File: src/rtl/conv_window_mac_pkg.sv
// Shared definitions for the 3x3 convolution window MAC: FSM encoding, datapath
// widths and the byte-lane mapping used to unpack window rows.
package conv_window_mac_pkg;

    typedef enum logic [1:0] {
        ST_ACCUM = 2'd0,
        ST_DRAIN = 2'd1,
        ST_HOLD  = 2'd2
    } state_e;

    localparam int NUM_TAPS = 9;
    localparam int PROD_W   = 17;  // u8 * s8 product, signed
    localparam int SUM_W    = 21;  // nine products summed, signed
    localparam int STAGES   = 3;   // register stages after the input capture

    // Column 0 sits in the most significant element of a row word.
    function automatic int lane_lsb(input int col, input int elem_w);
        return elem_w * (2 - col);
    endfunction

endpackage

File: src/rtl/window_adder_tree.sv
// Combinational balanced adder tree summing the nine signed window products.
module window_adder_tree
    import conv_window_mac_pkg::*;
#(
    parameter int IN_W  = PROD_W,
    parameter int OUT_W = SUM_W
) (
    input  logic [NUM_TAPS-1:0][IN_W-1:0] terms_i,
    output logic [OUT_W-1:0]              sum_o
);

    logic [NUM_TAPS-1:0][OUT_W-1:0] ext;
    logic [3:0][OUT_W-1:0]          lvl1;
    logic [1:0][OUT_W-1:0]          lvl2;
    logic [OUT_W-1:0]               lvl3;

    for (genvar i = 0; i < NUM_TAPS; i++) begin : g_ext
        assign ext[i] = {{(OUT_W-IN_W){terms_i[i][IN_W-1]}}, terms_i[i]};
    end

    for (genvar i = 0; i < 4; i++) begin : g_lvl1
        assign lvl1[i] = ext[2*i] + ext[2*i+1];
    end

    assign lvl2[0] = lvl1[0] + lvl1[1];
    assign lvl2[1] = lvl1[2] + lvl1[3];
    assign lvl3    = lvl2[0] + lvl2[1];
    // The odd ninth tap joins at the root so the tree stays balanced.
    assign sum_o   = lvl3 + ext[NUM_TAPS-1];

endmodule

File: src/rtl/conv_window_mac.sv
// 3x3 window multiply-accumulate: 4-stage pipeline feeding an accumulator that
// sums `channel` windows per result. Define CONV_WINDOW_MAC_RELU_EN to clamp
// negative results to zero.
module conv_window_mac
    import conv_window_mac_pkg::*;
#(
    parameter int WEIGHT_WIDTH = 8,
    parameter int ACC_WIDTH    = 32
) (
    input  logic                      clk,
    input  logic                      rst,
    input  logic [11:0]               channel,
    input  logic                      act_valid,
    input  logic [3*WEIGHT_WIDTH-1:0] activate0,
    input  logic [3*WEIGHT_WIDTH-1:0] activate1,
    input  logic [3*WEIGHT_WIDTH-1:0] activate2,
    input  logic [3*WEIGHT_WIDTH-1:0] weight0,
    input  logic [3*WEIGHT_WIDTH-1:0] weight1,
    input  logic [3*WEIGHT_WIDTH-1:0] weight2,
    output logic                      act_ready,
    output logic                      out_valid,
    input  logic                      out_ready,
    output logic [ACC_WIDTH-1:0]      out_data,
    output logic                      err_drop
);

    state_e state_q, state_d;
    logic [11:0] cnt_q, cnt_d;
    logic [11:0] chan_q, chan_d;
    logic [11:0] chan_eff, target;
    logic        accept, win_last, acc_clr, load_out;

    logic [STAGES:0] vld_pipe_q;
    logic [STAGES:0] last_pipe_q;

    logic [2:0][3*WEIGHT_WIDTH-1:0]           act_rows, wgt_rows;
    logic [NUM_TAPS-1:0][WEIGHT_WIDTH-1:0]    act_tap, wgt_tap;
    logic [NUM_TAPS-1:0][WEIGHT_WIDTH-1:0]    act_s1_q, wgt_s1_q;
    logic [NUM_TAPS-1:0][PROD_W-1:0]          prod_d, prod_q;
    logic [SUM_W-1:0]                         sum_d, sum_q;
    logic [ACC_WIDTH-1:0]                     acc_q, result;
    logic [ACC_WIDTH-1:0]                     out_data_q;
    logic                                     err_drop_q;

    // ---------------------------------------------------------------- control
    assign act_ready = (state_q == ST_ACCUM);
    assign out_valid = (state_q == ST_HOLD);
    assign accept    = act_valid && act_ready;
    assign chan_eff  = (channel == 12'd0) ? 12'd1 : channel;
    // channel is only honoured on the first window of a result.
    assign target    = (cnt_q == 12'd0) ? chan_eff : chan_q;
    assign win_last  = accept && (12'(cnt_q + 12'd1) == target);

    always_comb begin
        state_d  = state_q;
        cnt_d    = cnt_q;
        chan_d   = chan_q;
        acc_clr  = 1'b0;
        load_out = 1'b0;
        unique case (state_q)
            ST_ACCUM: begin
                if (accept) begin
                    if (cnt_q == 12'd0) chan_d = chan_eff;
                    if (win_last) begin
                        cnt_d   = 12'd0;
                        state_d = ST_DRAIN;
                    end else begin
                        cnt_d = 12'(cnt_q + 12'd1);
                    end
                end
            end
            ST_DRAIN: begin
                if (vld_pipe_q[STAGES] && last_pipe_q[STAGES]) begin
                    state_d  = ST_HOLD;
                    load_out = 1'b1;
                end
            end
            ST_HOLD: begin
                if (out_ready) begin
                    state_d = ST_ACCUM;
                    acc_clr = 1'b1;
                end
            end
            default: state_d = ST_ACCUM;
        endcase
    end

    always_ff @(posedge clk or negedge rst) begin
        if (!rst) begin
            state_q     <= ST_ACCUM;
            cnt_q       <= '0;
            chan_q      <= 12'd1;
            vld_pipe_q  <= '0;
            last_pipe_q <= '0;
            err_drop_q  <= 1'b0;
        end else begin
            state_q     <= state_d;
            cnt_q       <= cnt_d;
            chan_q      <= chan_d;
            vld_pipe_q  <= {vld_pipe_q[STAGES-1:0], accept};
            last_pipe_q <= {last_pipe_q[STAGES-1:0], win_last};
            if (act_valid && !act_ready) err_drop_q <= 1'b1;
        end
    end

    // ---------------------------------------------------------------- datapath
    assign act_rows = {activate2, activate1, activate0};
    assign wgt_rows = {weight2, weight1, weight0};

    for (genvar r = 0; r < 3; r++) begin : g_row
        for (genvar c = 0; c < 3; c++) begin : g_col
            assign act_tap[3*r+c] = act_rows[r][lane_lsb(c, WEIGHT_WIDTH) +: WEIGHT_WIDTH];
            assign wgt_tap[3*r+c] = wgt_rows[r][lane_lsb(c, WEIGHT_WIDTH) +: WEIGHT_WIDTH];
        end
    end

    // Activations are unsigned pixels, weights signed: extend accordingly.
    for (genvar t = 0; t < NUM_TAPS; t++) begin : g_mul
        assign prod_d[t] =
            $signed({{(PROD_W-WEIGHT_WIDTH){1'b0}}, act_s1_q[t]}) *
            $signed({{(PROD_W-WEIGHT_WIDTH){wgt_s1_q[t][WEIGHT_WIDTH-1]}}, wgt_s1_q[t]});
    end

    window_adder_tree #(
        .IN_W  (PROD_W),
        .OUT_W (SUM_W)
    ) u_tree (
        .terms_i (prod_q),
        .sum_o   (sum_d)
    );

`ifdef CONV_WINDOW_MAC_RELU_EN
    assign result = acc_q[ACC_WIDTH-1] ? '0 : acc_q;
`else
    assign result = acc_q;
`endif

    always_ff @(posedge clk or negedge rst) begin
        if (!rst) begin
            act_s1_q   <= '0;
            wgt_s1_q   <= '0;
            prod_q     <= '0;
            sum_q      <= '0;
            acc_q      <= '0;
            out_data_q <= '0;
        end else begin
            if (accept) begin
                act_s1_q <= act_tap;
                wgt_s1_q <= wgt_tap;
            end
            if (vld_pipe_q[0]) prod_q <= prod_d;
            if (vld_pipe_q[1]) sum_q  <= sum_d;
            if (acc_clr)
                acc_q <= '0;
            else if (vld_pipe_q[2])
                acc_q <= acc_q + {{(ACC_WIDTH-SUM_W){sum_q[SUM_W-1]}}, sum_q};
            if (load_out) out_data_q <= result;
        end
    end

    assign out_data = out_data_q;
    assign err_drop = err_drop_q;

endmodule
File: config.mk
export PLATFORM = sky130hd
export DESIGN_NAME = conv_window_mac
export DESIGN_NICKNAME = d
export VERILOG_FILES = /design/src/rtl/conv_window_mac_pkg.sv /design/src/rtl/window_adder_tree.sv /design/src/rtl/conv_window_mac.sv
export SDC_FILE = /design/constraint.sdc
export NUM_CORES = 2
export LEC_CHECK = 0
export BUFFER_PORTS_ARGS = -buffer_cell sky130_fd_sc_hd__buf_4
export CORE_MARGIN = 5
export CORE_UTILIZATION = 50
export CTS_CLUSTER_DIAMETER = 200
export DETAILED_ROUTE_END_ITERATION = 12
export GPL_TIMING_DRIVEN = 0
export PLACE_DENSITY = 0.67
export REMOVE_ABC_BUFFERS = 1
export SETUP_SLACK_MARGIN = 0.1
export SLEW_MARGIN = 40
export SYNTH_ARGS = -nofsm -noshare
export SYNTH_HDL_FRONTEND = slang
export SYNTH_SLANG_ARGS = --single-unit
File: constraint.sdc
create_clock -name clk -period 6.7 [get_ports clk]
set_input_delay 0.67 -clock clk [delete_from_list [all_inputs] [get_ports clk]]
set_output_delay 0.67 -clock clk [all_outputs]
set_load 0.1 [all_outputs]
==> results.ini <==
[final_layout]
final_nets=5651
final_common_cell=nand2_1
final_cells=5707
drive_above_1_share_pct=11.0
layout_common_cells=nand2_1 (730), inv_1 (602), ha_1 (509)
area_delta_synth_final_pct=11.0

[routing]
drc=0
met2_length_um=44100
wl_per_cell_um=15.9
highest_layer=met4
wl_met1_um=42200
post_drt_via_cell_ratio=5.27
met3_length_um=2750
vias=30100
dr.first_iter.drc_count=1383
wirelength_um=90800
drtAntennaViolNets=0
dr.pass1.iters=5

[setup_path]
critPathSlowestCell=fa_1
worst-endpoint-required_ns=7.18
start_kind=register
path_class=register to register
crit_top_cell=fa_1
arrival_ns=6.74
end_kind=register
slowest_delay_ns=0.50
path_max_fanout=4

[synthesis]
synth_compound_area_share_pct=8.12
synth_xor_area_share_pct=4.03
yosys.area_share.simple_pct=17.0
ys_warn_count=0
synth_edf_count=0
synthMuxAreaShare_pct=4.99
synthAdderAreaFrac_pct=34.2
synth_top_family_by_area=adder cells
synth_sequential_area_ratio_pct=25.0
synth_cell_types=77
avgSynthCellArea_sq_um=9.37
synth_seq_cells=417
netlist_area_sq_um=41700
synthArstFlopShare_pct=100
syn_inst=4452
ys.flop_type=dfrtp_1

[floorplan]
start_util_pct=50.2
core_area_sq_um=83200
die-area_sq_um=89300
fp-row-count=106
die_x_um=299
die_h_um=299
ios=195

[timing]
hold_viol=0
worst_slew_pin_slew_ns=0.762
min_period_ns=6.26
max-slew-margin-rel_pct=48.5
max_freq_ghz=0.160
setup_viol=0
rsz0062_at_grt=false
period_share_pct=93.4
drv_slew=0
finClkSkew_ns=0.0110

[cts]
root_buffer=clkbuf_16
h-tree-depth=2
clock_latency_ns=0.60
cts.sinks=417
cts_buffers=51
path_clk_slew_ns=0.06
cts_setup_buffers=0
cts_tree=yes
clockBufferDepth=3

[place]
portBuffers=194
hpwl_um=71800
place_congestion=0.854
dp_cells=5614

[global_route]
grt_pass1_wl_um=157000
antenna_found_initial=0
overflow=0
grt_max_degree=94
grt_pass1_vias=31300
track_usage_pct=20.9

[job]
maxCapViolations=0

[worst_hold_path]
hold_class=input port to register

[status]
status=complete, no violations

==> state kept, by name (all words and copies together) (netlist names) <==
name         flops
vld_pipe_q       4
err_drop         1
last_pipe_q      4
cnt_q           12
state_q          2
chan_q          12
out_data        32
sum_q           21
wgt_s1_q        72
prod_q         153
acc_q           32
act_s1_q        72
==> final cells by class <==
cell class	count	area [sq um]
fillers	7418	36800
multi-input cells	3301	28600
flip-flops and latches	417	10400
inverters	604	2280
repair buffers	213	1840
clock buffers	67	1460
well taps	1080	1350
clock inverters	24	409
diodes	1	2.50
==> cell usage after synthesis (8+ instances only) <==
cell type	instances	area (sq um)
a211oi_1	20	150
a21boi_0	16	120
a21o_1	74	556
a21oi_1	111	556
a31oi_1	19	119
and2_1	310	1940
and3_1	19	119
buf_1	9	33.8
clkbuf_1	116	435
dfrtp_1	416	10400
fa_1	394	7890
ha_1	509	6370
inv_1	603	2260
mux2_2	161	1810
mux2i_1	27	270
nand2_1	731	2740
nand2b_1	64	400
nand3_1	51	255
nor2_1	164	616
nor2b_1	27	169
nor3_1	58	290
nor4_1	8	50.1
o211ai_1	12	90.1
o21a_1	16	120
o21ai_0	127	636
o21bai_1	17	128
o2bb2ai_1	8	70.1
o31ai_1	26	195
o41ai_1	10	87.6
or2_2	12	75.1
or3_1	24	150
xnor2_1	118	1030
xor2_1	74	648
==> kinds of logic (layout without fill, tap and decap cells) <==
family                     count (synthesis)  after routing
and+or+nand+nor                         1502           1502
buffers and inverters                    734            908
muxes                                    188            188
other                                      0              1
AOI/OAI and AO/OA                        516            516
adders and majority gates                903            903
xor gates and xnor gates                 192            192
DFF                                      417            417
==> layer usage <==
metal	vias to the layer above	GRT usage (%)
li1	14700	-
met1	14900	29.0
met2	352	35.9
met3	93	2.35
met4	0	4.34
met5	-	0
==> path summary, 6_finish.rpt <==
kind | start | endpoint | slack (ns) | cells after the start
setup reg to reg | prod_q[17] | sum_q[19] | 0.44 | 25
setup / recovery | prod_q[17] | sum_q[19] | 0.44 | 25
hold reg to reg | last_pipe_q[2] | last_pipe_q[3] | 0.35 | 0
hold / removal | weight0[5] | wgt_s1_q[21] | 0.26 | 3
max in group asynchronous | rst | chan_q[0] | 4.78 | 5
min in group asynchronous | rst | wgt_s1_q[45] | 0.57 | 2
==> per-stage QoR <==
stage	hold slack [ns]	util (%)	worst slack [ns]	cell area, sq um	TNS, ns
after floorplan	0.331	-	-0.281	41200	-1.57
after global placement	0.338	52.9	-3.87	44000	-586.87
after detailed placement	0.337	53.4	0.289	44400	0
after CTS	0.216	55.7	0.262	46300	0
after global routing	0.234	55.7	0.129	46300	0
final	0.256	55.7	0.442	46300	0
==> repair_timing <==
| item | in CTS | in global routing |
|---|---|---|
| hold buffers | 1 | 0 |
| resized for setup | 0 | 7 |
| setup endpoints to repair | 0 | 3 |
| hold endpoints to repair | 51 | 0 |
==> critical path: cells and delay by family, from the launching register on <==
| family | cells | cell delay [ns] |
|---|---|---|
| compound gates | 12 | 2.52 |
| fa+ha+maj | 6 | 2.30 |
| flops | 1 | 0.40 |
| simple gates | 3 | 0.38 |
| xor+xnor | 1 | 0.25 |
| buf+inv | 2 | 0.17 |
| mux | 1 | 0.13 |
Power is not shown: default switching activity piles up to over one toggle a cycle in this logic, so the estimate is an artifact.
